$ cat src/rtl/traffic_light_monitor.sv
// Traffic light lamp monitor: decodes observed lamp drives into phases, tracks dwell
// times and the A->B->C->D loop, and latches the first protocol fault.
module traffic_light_monitor #(
   parameter int MIN_DWELL = 2,
   parameter int MAX_DWELL = 40
) (
   input  logic       clk,
   input  logic       rst,
   input  logic       WERed,
   input  logic       SNRed,
   input  logic       WEgreen,
   input  logic       SNgreen,
   input  logic       WEyellow,
   input  logic       SNyellow,
   input  logic       clr_fault,
   output logic [2:0] phase,
   output logic [5:0] dwell,
   output logic [5:0] last_dwell,
   output logic       phase_change,
   output logic       cycle_done,
   output logic [7:0] cycle_count,
   output logic       fault,
   output logic [2:0] fault_code
);

   typedef enum logic [2:0] {
      PH_DARK    = 3'd0,
      PH_STARTUP = 3'd1,
      PH_A       = 3'd2,
      PH_B       = 3'd3,
      PH_C       = 3'd4,
      PH_D       = 3'd5,
      PH_ILLEGAL = 3'd7
   } phase_t;

   typedef enum logic {
      SYNC,
      TRACK
   } mon_state_t;

   typedef enum logic [2:0] {
      FC_NONE    = 3'd0,
      FC_ILLEGAL = 3'd1,
      FC_ORDER   = 3'd2,
      FC_SHORT   = 3'd3,
      FC_LONG    = 3'd4
   } fault_code_t;

   logic [5:0]  w_lamp;
   logic [5:0]  r_lamp_q;
   phase_t      r_phase;
   phase_t      w_phase_dec;
   mon_state_t  r_state;
   mon_state_t  w_next_state;
   logic [5:0]  r_dwell;
   logic [5:0]  r_last_dwell;
   logic [5:0]  w_dwell_inc;
   logic        r_phase_change;
   logic        r_cycle_done;
   logic [7:0]  r_cycle_count;
   logic        r_fault;
   fault_code_t r_fault_code;
   logic        w_change;
   logic        w_in_loop;
   logic        w_legal_next;
   logic        w_fault_ev;
   fault_code_t w_code;
   logic        w_cycle;

   assign w_lamp = {WERed, SNRed, WEgreen, SNgreen, WEyellow, SNyellow};

   always_comb begin
      case (r_lamp_q)
         6'b000000: w_phase_dec = PH_DARK;
         6'b100000: w_phase_dec = PH_STARTUP;
         6'b010000: w_phase_dec = PH_A;
         6'b001000: w_phase_dec = PH_B;
         6'b000100: w_phase_dec = PH_C;
         6'b000010: w_phase_dec = PH_D;
         default:   w_phase_dec = PH_ILLEGAL;
      endcase
   end

   assign w_dwell_inc = (r_dwell == 6'd63) ? r_dwell : r_dwell + 6'd1;
   assign w_change    = (w_phase_dec != r_phase);
   assign w_in_loop   = (r_phase == PH_A) || (r_phase == PH_B) ||
                        (r_phase == PH_C) || (r_phase == PH_D);
   assign w_legal_next = ((r_phase == PH_A) && (w_phase_dec == PH_B)) ||
                         ((r_phase == PH_B) && (w_phase_dec == PH_C)) ||
                         ((r_phase == PH_C) && (w_phase_dec == PH_D)) ||
                         ((r_phase == PH_D) && (w_phase_dec == PH_A));

   // Checks run against the outgoing phase/dwell; branch order gives priority 1 > 2 > 3.
   always_comb begin
      w_fault_ev   = 1'b0;
      w_code       = FC_NONE;
      w_next_state = r_state;
      w_cycle      = 1'b0;
      if (w_change) begin
         if (w_phase_dec == PH_ILLEGAL) begin
            w_fault_ev   = 1'b1;
            w_code       = FC_ILLEGAL;
            w_next_state = SYNC;
         end else if (r_state == SYNC) begin
            if (w_phase_dec == PH_A)
               w_next_state = TRACK;
         end else if (w_phase_dec == PH_DARK) begin
            w_next_state = SYNC;
         end else if (!w_legal_next) begin
            w_fault_ev   = 1'b1;
            w_code       = FC_ORDER;
            w_next_state = SYNC;
         end else if (r_dwell < 6'(MIN_DWELL)) begin
            w_fault_ev   = 1'b1;
            w_code       = FC_SHORT;
            w_next_state = SYNC;
         end else if (r_phase == PH_D) begin
            w_cycle = 1'b1;
         end
      end else if ((r_state == TRACK) && w_in_loop && (r_dwell == 6'(MAX_DWELL - 1))) begin
         w_fault_ev   = 1'b1;
         w_code       = FC_LONG;
         w_next_state = SYNC;
      end
   end

   always_ff @(posedge clk) begin
      if (rst) begin
         r_lamp_q       <= '0;
         r_phase        <= PH_DARK;
         r_state        <= SYNC;
         r_dwell        <= '0;
         r_last_dwell   <= '0;
         r_phase_change <= 1'b0;
         r_cycle_done   <= 1'b0;
         r_cycle_count  <= '0;
         r_fault        <= 1'b0;
         r_fault_code   <= FC_NONE;
      end else begin
         r_lamp_q     <= w_lamp;
         r_state      <= w_next_state;
         r_cycle_done <= w_cycle;
         if (w_cycle)
            r_cycle_count <= r_cycle_count + 8'd1;
         if (w_change) begin
            r_phase        <= w_phase_dec;
            r_last_dwell   <= r_dwell;
            r_dwell        <= 6'd1;
            r_phase_change <= 1'b1;
         end else begin
            r_dwell        <= w_dwell_inc;
            r_phase_change <= 1'b0;
         end
         // A fault arriving with clr_fault is treated as the first fault after the clear.
         if (w_fault_ev) begin
            r_fault <= 1'b1;
            if (!r_fault || clr_fault)
               r_fault_code <= w_code;
         end else if (clr_fault) begin
            r_fault      <= 1'b0;
            r_fault_code <= FC_NONE;
         end
      end
   end

   assign phase        = r_phase;
   assign dwell        = r_dwell;
   assign last_dwell   = r_last_dwell;
   assign phase_change = r_phase_change;
   assign cycle_done   = r_cycle_done;
   assign cycle_count  = r_cycle_count;
   assign fault        = r_fault;
   assign fault_code   = r_fault_code;

endmodule

$ cat config.mk
export PLATFORM = sky130hd
export DESIGN_NAME = traffic_light_monitor
export DESIGN_NICKNAME = d
export VERILOG_FILES = /design/src/rtl/traffic_light_monitor.sv
export SDC_FILE = /design/constraint.sdc
export NUM_CORES = 1
export LEC_CHECK = 0
export CORE_ASPECT_RATIO = 1.4
export CORE_MARGIN = 2
export CORE_UTILIZATION = 30
export DETAILED_ROUTE_END_ITERATION = 6
export PLACE_DENSITY = 0.57
export SYNTH_ARGS = -nofsm -noshare
export SYNTH_HDL_FRONTEND = slang
export SYNTH_SLANG_ARGS = --single-unit
export TNS_END_PERCENT = 1
$ cat constraint.sdc
create_clock -name clk -period 5.4 [get_ports clk]
set_clock_uncertainty 0.05 [all_clocks]
set_input_delay 1.08 -clock clk [delete_from_list [all_inputs] [get_ports clk]]
set_output_delay 1.08 -clock clk [all_outputs]
set_load 0.005 [all_outputs]
==> results of run 1 <==
-- power groups by stage --
stage                     combinational [µW]  clock (µW)  sequential, µW
after floorplan                         55.0           0             288
after global placement                  74.2           0             295
after detailed placement                73.8           0             295
after CTS                               74.0         201             289
after global routing                    80.6         213             291
final                                   72.9         194             289
-- logic make-up after synthesis --
group           Yosys count
compound gates           42
xor+xnor                  6
fa+ha+maj                 5
buf+inv                  15
flops                    36
mux                      12
simple gates             92
-- Yosys cell counts, types with 2 or more instances --
library cell	n	area [µm²]
clkbuf_1	4	15.0
a21o_1	3	22.5
xnor2_1	4	35.0
o21ai_0	8	40.0
nand2_1	8	30.0
or3b_1	2	17.5
a31o_2	3	26.3
buf_2	3	15.0
a2111oi_2	2	30.0
a21boi_0	2	15.0
or4_1	3	22.5
o221ai_1	2	17.5
and2_1	3	18.8
mux2i_1	10	100
nor2b_1	14	87.6
buf_6	2	22.5
xor2_1	2	17.5
nand2b_1	5	31.3
maj3_1	3	30.0
inv_1	3	11.3
buf_4	3	22.5
nor3_1	6	30.0
nor2_1	23	86.3
nor4_1	3	18.8
dfxtp_1	36	721
nand3_1	12	60.1
ha_1	2	25.0
a21oi_1	10	50.1
o31ai_1	2	15.0
nor3_2	2	20.0
-- registers in the layout, summed over array words and instances, names as in the netlist --
name	cells
cycle_count	8
dwell	6
last_dwell	6
r_lamp_q	6
fault_code	3
phase	3
cycle_done	1
fault	1
phase_change	1
r_state	1
-- layer usage --
metal  vias to the layer above  GRT usage  wire [µm]
li1                        809          -          -
met1                       769      0.156       1800
met2                        26      0.223       2170
met3                         5     0.0286        150
met4                         0     0.0479         62
met5                         -          0          0
-- critical path, cell delays in order (launching register included) --
cell and delay, ps:
dfxtp_1 460, or4_1 520, o221ai_1 200, nand4b_1 610, nand2b_4 380, o221ai_4 230, mux2_4 320
-- metrics by stage --
step	util	hold slack, ps	area [µm²]	cells
6_report	0.385	446	2390	314
3_5_place_dp	0.371	434	2300	306
5_1_grt	0.385	480	2390	314
4_1_cts	0.385	447	2390	314
3_3_place_gp	0.371	434	2300	306
2_1_floorplan	-	419	1910	208
-- final timing paths --
path	to	slack [ps]	depth (start not counted)
max	fault_code[2]$_SDFFE_PP0P_	2530	6
min	fault_code[1]$_SDFFE_PP0P_	450	2
max reg2reg	fault_code[2]$_SDFFE_PP0P_	2530	6
min reg2reg	fault_code[1]$_SDFFE_PP0P_	450	2
-- final cells by class --
class / instances / area (µm²) / share of cell area
clock buffers: 5 / 68.8 / 0.0288
clock inverters: 3 / 18.8 / 0.00785
inverters: 3 / 11.3 / 0.00471
multi-input cells: 157 / 1100 / 0.462
flip-flops and latches: 36 / 721 / 0.301
well taps: 72 / 90.1 / 0.0377
repair buffers: 38 / 378 / 0.158
==> reports/qor.txt, run 1 <==
CTS tree -> yes
RSZ-0062 raised after global routing -> false
Netlist Area Pre-Place -> 1910 µm²
final-layout fill cell count -> 668
Int Pwr -> 405 µW
Antenna diodes -> 0
simple-gate share of the synthesized area -> 0.273
Post-DRT Antenna Nets -> 0
Synth Area in Compound Gates -> 0.183
DIE HEIGHT -> 98.5 µm
Congestion Overflow GR -> 0
overall global routing resource usage -> 0.130
pin count of the biggest net entering global routing -> 37
CTS max path bufs -> 2
drt pass-1 iters -> 4
via count -> 1,609
Routed WL per cell -> 13.3 µm
Slew headroom -> 0.516
count of hold-fix buffers inserted at cts -> 0
net count after synthesis -> 219
initial antenna violation count -> 0
WP data arrival -> 3010 ps
die footprint -> 7040 µm²
Yosys reg bits -> 36
post-synthesis xor/xnor area fraction -> 0.0275
final hold violation count -> 0
CP Launch Point -> r_lamp_q[3]$_SDFF_PP0_
Post-synth top flop -> dfxtp_1
1st-iter DRT viols -> 69
IO Count -> 38
Final #Nets -> 252
Cell Rows -> 34
power share of the combinational group -> 0.131
Skew-Pair Late Insertion Delay -> 290 ps
Post-Route WL -> 4.18 mm
largest family of logic cells by synthesized area -> simple AND/OR/NAND/NOR gates
post-cts sizing count -> 0
Initial Util -> 0.308
clock-pin slew on the worst setup and hold paths -> 80 ps
Post-synth ARST share -> 0
CTS root buf -> clkbuf_8
worst setup margin -> 2530 ps
Min-Delay Path Class -> register to register
Adder-Cell Fraction of Synth Area -> 0.0288
H-Tree Depth -> 2
Clk pwr share -> 0.349
yosys warns -> 0
Routability Congestion -> 0.785
post-synthesis mux area share -> 0.0661
outcome -> finished, final reports clean
critical path launch point type -> register
Worst-Margin Slew -> 721 ps
sequential power share -> 0.520
Pwr Total -> 556 µW
Crit Path Category -> register to register
CTS sink count -> 36
Post-Synthesis Cells -> 208
fin crit share -> 0.532
pre-CTS setup slack -> 2530 ps
Crit. End Element -> register
setup_tns -> 0 ps
leakage power -> 0.000821 µW
syn_area_per_cell -> 9.19 µm²
Die X -> 71.5 µm
Max-cap violations -> 0
DRC viols -> 0
vias in the first global route -> 1,534
CP Max Fanout -> 14
first-pass GRT wire length -> 7.31 mm
IO Port Bufs -> 37
min-delay src -> fault_code[1]$_SDFFE_PP0P_
post-CTS setup repair buffer count -> 0
pwr dens -> 232 nW/µm²
post-synthesis sequential area ratio -> 0.377
final slew viol count -> 0
switching share of power -> 0.272
Num CTS Buffers -> 5
peak supply drop -> 0.000124 V
most common cell after layout, fill and taps aside -> clkdlybuf4s50_1
fin crit period -> 2870 ps
most frequent cells in the layout -> clkdlybuf4s50_1, dfxtp_1, nor2_1
FMAX -> 0.348 GHz
Worst R2R Start -> r_lamp_q[3]$_SDFF_PP0_
layout cells sized above 1 -> 0.116
core area -> 6210 µm²
Final HPWL DP -> 3.00 mm
Finish-stage setup viols -> 0
Area Growth Syn to Fin -> 25.1%
number of synthesized flops with an enable pin -> 0
Psw -> 151 µW
CP required -> 5540 ps
Via density -> 5.12
Yosys cell types -> 53
Note: power is estimated with default switching activity, not from simulation.
==> inputs of run 2 (changes only) <==
Settings changed: PLACE_DENSITY 0.57 to 0.59.
Clock period 5.4 ns to 2.36 ns, I/O delays scaled along.
==> run 2 against run 1 <==
Effect of this change:
- worst setup slack worse by 2400 ps
- combinational power grew to 2.9 times the previous value
- via count is 2.7% higher
- flip-flop and latch count stayed put
- global-route usage hardly changed
- register-to-register slack worse by 2400 ps
- largest power group unchanged
==> reports/qor.txt, run 2 (synthesis results as in run 1) <==
drt pass-1 iters -> 4
outcome -> finished, final reports clean
Area Growth Syn to Fin -> 33.9%
Num CTS Buffers -> 5
leakage power -> 0.000926 µW
pin count of the biggest net entering global routing -> 18
Max-cap violations -> 0
Antenna diodes -> 0
count of hold-fix buffers inserted at cts -> 0
Routability Congestion -> 0.852
pwr dens -> 499 nW/µm²
Worst-Margin Slew -> 507 ps
Buf/Inv on CP -> 1
core area -> 6210 µm²
FMAX -> 0.448 GHz
Routed WL per cell -> 13.1 µm
crit path cell chain -> buf_4, a211oi_2, nand2_1, a32oi_4, a31o_2, or3b_1, mux2i_1
Post-Route WL -> 4.38 mm
multi-input logic area -> 1120 µm²
Initial Util -> 0.308
initial antenna violation count -> 0
CP max stage delay -> 360 ps
fin crit share -> 0.946
IO Count -> 38
CTS max path bufs -> 2
WP data arrival -> 2390 ps
critical path launch point type -> register
DRC viols -> 0
delay-heaviest family, CP -> compound AO/OA/AOI/OAI gates
final hold slack -> 441 ps
Worst path depth -> 7
vias in the first global route -> 1,568
layout cells sized above 1 -> 0.191
Die X -> 71.5 µm
CTS sink count -> 36
Seq. cell area -> 722 µm²
via count -> 1,653
reg2reg path depth -> 7
peak supply drop -> 0.000298 V
hold path depth -> 2
IO Port Bufs -> 37
CTS root buf -> clkbuf_8
most frequent cells in the layout -> clkdlybuf4s50_1, dfxtp_1, nor2_1
CP Max Fanout -> 6
first-pass GRT wire length -> 7.36 mm
Skew-Pair Late Insertion Delay -> 290 ps
die footprint -> 7040 µm²
Congestion Overflow GR -> 0
H-Tree Depth -> 2
overall global routing resource usage -> 0.130
CTS tree -> yes
fin crit period -> 2230 ps
final slew viol count -> 0
Via density -> 4.95
Post-DRT Antenna Nets -> 0
Min-Delay Path Class -> register to register
Crit. End Element -> register
Final #Nets -> 273
CP required -> 2520 ps
DIE HEIGHT -> 98.5 µm
Slowest cell on crit path -> or3b_1
Cell Rows -> 34
RSZ-0062 raised after global routing -> false
Finish-stage setup viols -> 0
Final HPWL DP -> 3.30 mm
final-layout fill cell count -> 633
Crit Path Category -> register to register
most common cell after layout, fill and taps aside -> clkdlybuf4s50_1
1st-iter DRT viols -> 85
clock-pin slew on the worst setup and hold paths -> 70 ps
max reg flops -> 8
setup_tns -> 0 ps
Slew headroom -> 0.658
final hold violation count -> 0
## run 2: repair_timing
item,in CTS,in global routing
setup buffers,0,1
gates resized for setup,0,4
setup endpoints to repair,0,8
## run 2: stage by stage
| stage | instance area [µm²] | utilization | total power, µW | setup slack (ps) | instances |
|---|---|---|---|---|---|
| global placement | 2450 | 0.395 | 868 | 125 | 326 |
| global route | 2560 | 0.412 | 1340 | 4.39 | 334 |
| detailed placement | 2450 | 0.395 | 868 | 118 | 326 |
| CTS | 2530 | 0.408 | 1290 | 89.9 | 333 |
| floorplan | 1910 | - | 784 | 245 | 208 |
| finish | 2560 | 0.412 | 1280 | 127 | 334 |
## run 2: path summary, 6_finish.rpt
check                              from                         end  slack [ps]
max              r_lamp_q[1]$_SDFF_PP0_  fault_code[1]$_SDFFE_PP0P_         130
min          last_dwell[4]$_SDFFE_PP0P_  last_dwell[4]$_SDFFE_PP0P_         440
max reg2reg      r_lamp_q[1]$_SDFF_PP0_  fault_code[1]$_SDFFE_PP0P_         130
min reg2reg  last_dwell[4]$_SDFFE_PP0P_  last_dwell[4]$_SDFFE_PP0P_         440
## run 2: worst min-delay path, delay by kind of cell (launching register included)
| family | cells | cell delay (ps) |
|---|---|---|
| flip-flops | 1 | 330 |
| multiplexers | 1 | 60 |
| AND/OR/NAND/NOR | 1 | 70 |
## run 2: area by class of cell
type	count	share of cell area
flip-flops and latches	36	0.282
well taps	72	0.0352
clock inverters	1	0.00196
repair buffers	59	0.209
clock buffers	6	0.0283
multi-input cells	157	0.439
inverters	3	0.00440
## run 2: layer usage
metal,vias to the layer above,part of all wire,GRT usage
met4,0,0.023,0.0581
met5,-,0,0
met1,754,0.43,0.160
li1,851,-,-
met3,10,0.042,0.0245
met2,38,0.50,0.218
## run 2: power by group
group / leakage (µW) / internal [µW] / switching, µW
registers: 0.000294 / 628 / 21.4
clock network: 0.0000410 / 201 / 219
logic: 0.000591 / 113 / 96.1
total: 0.000926 / 942 / 336
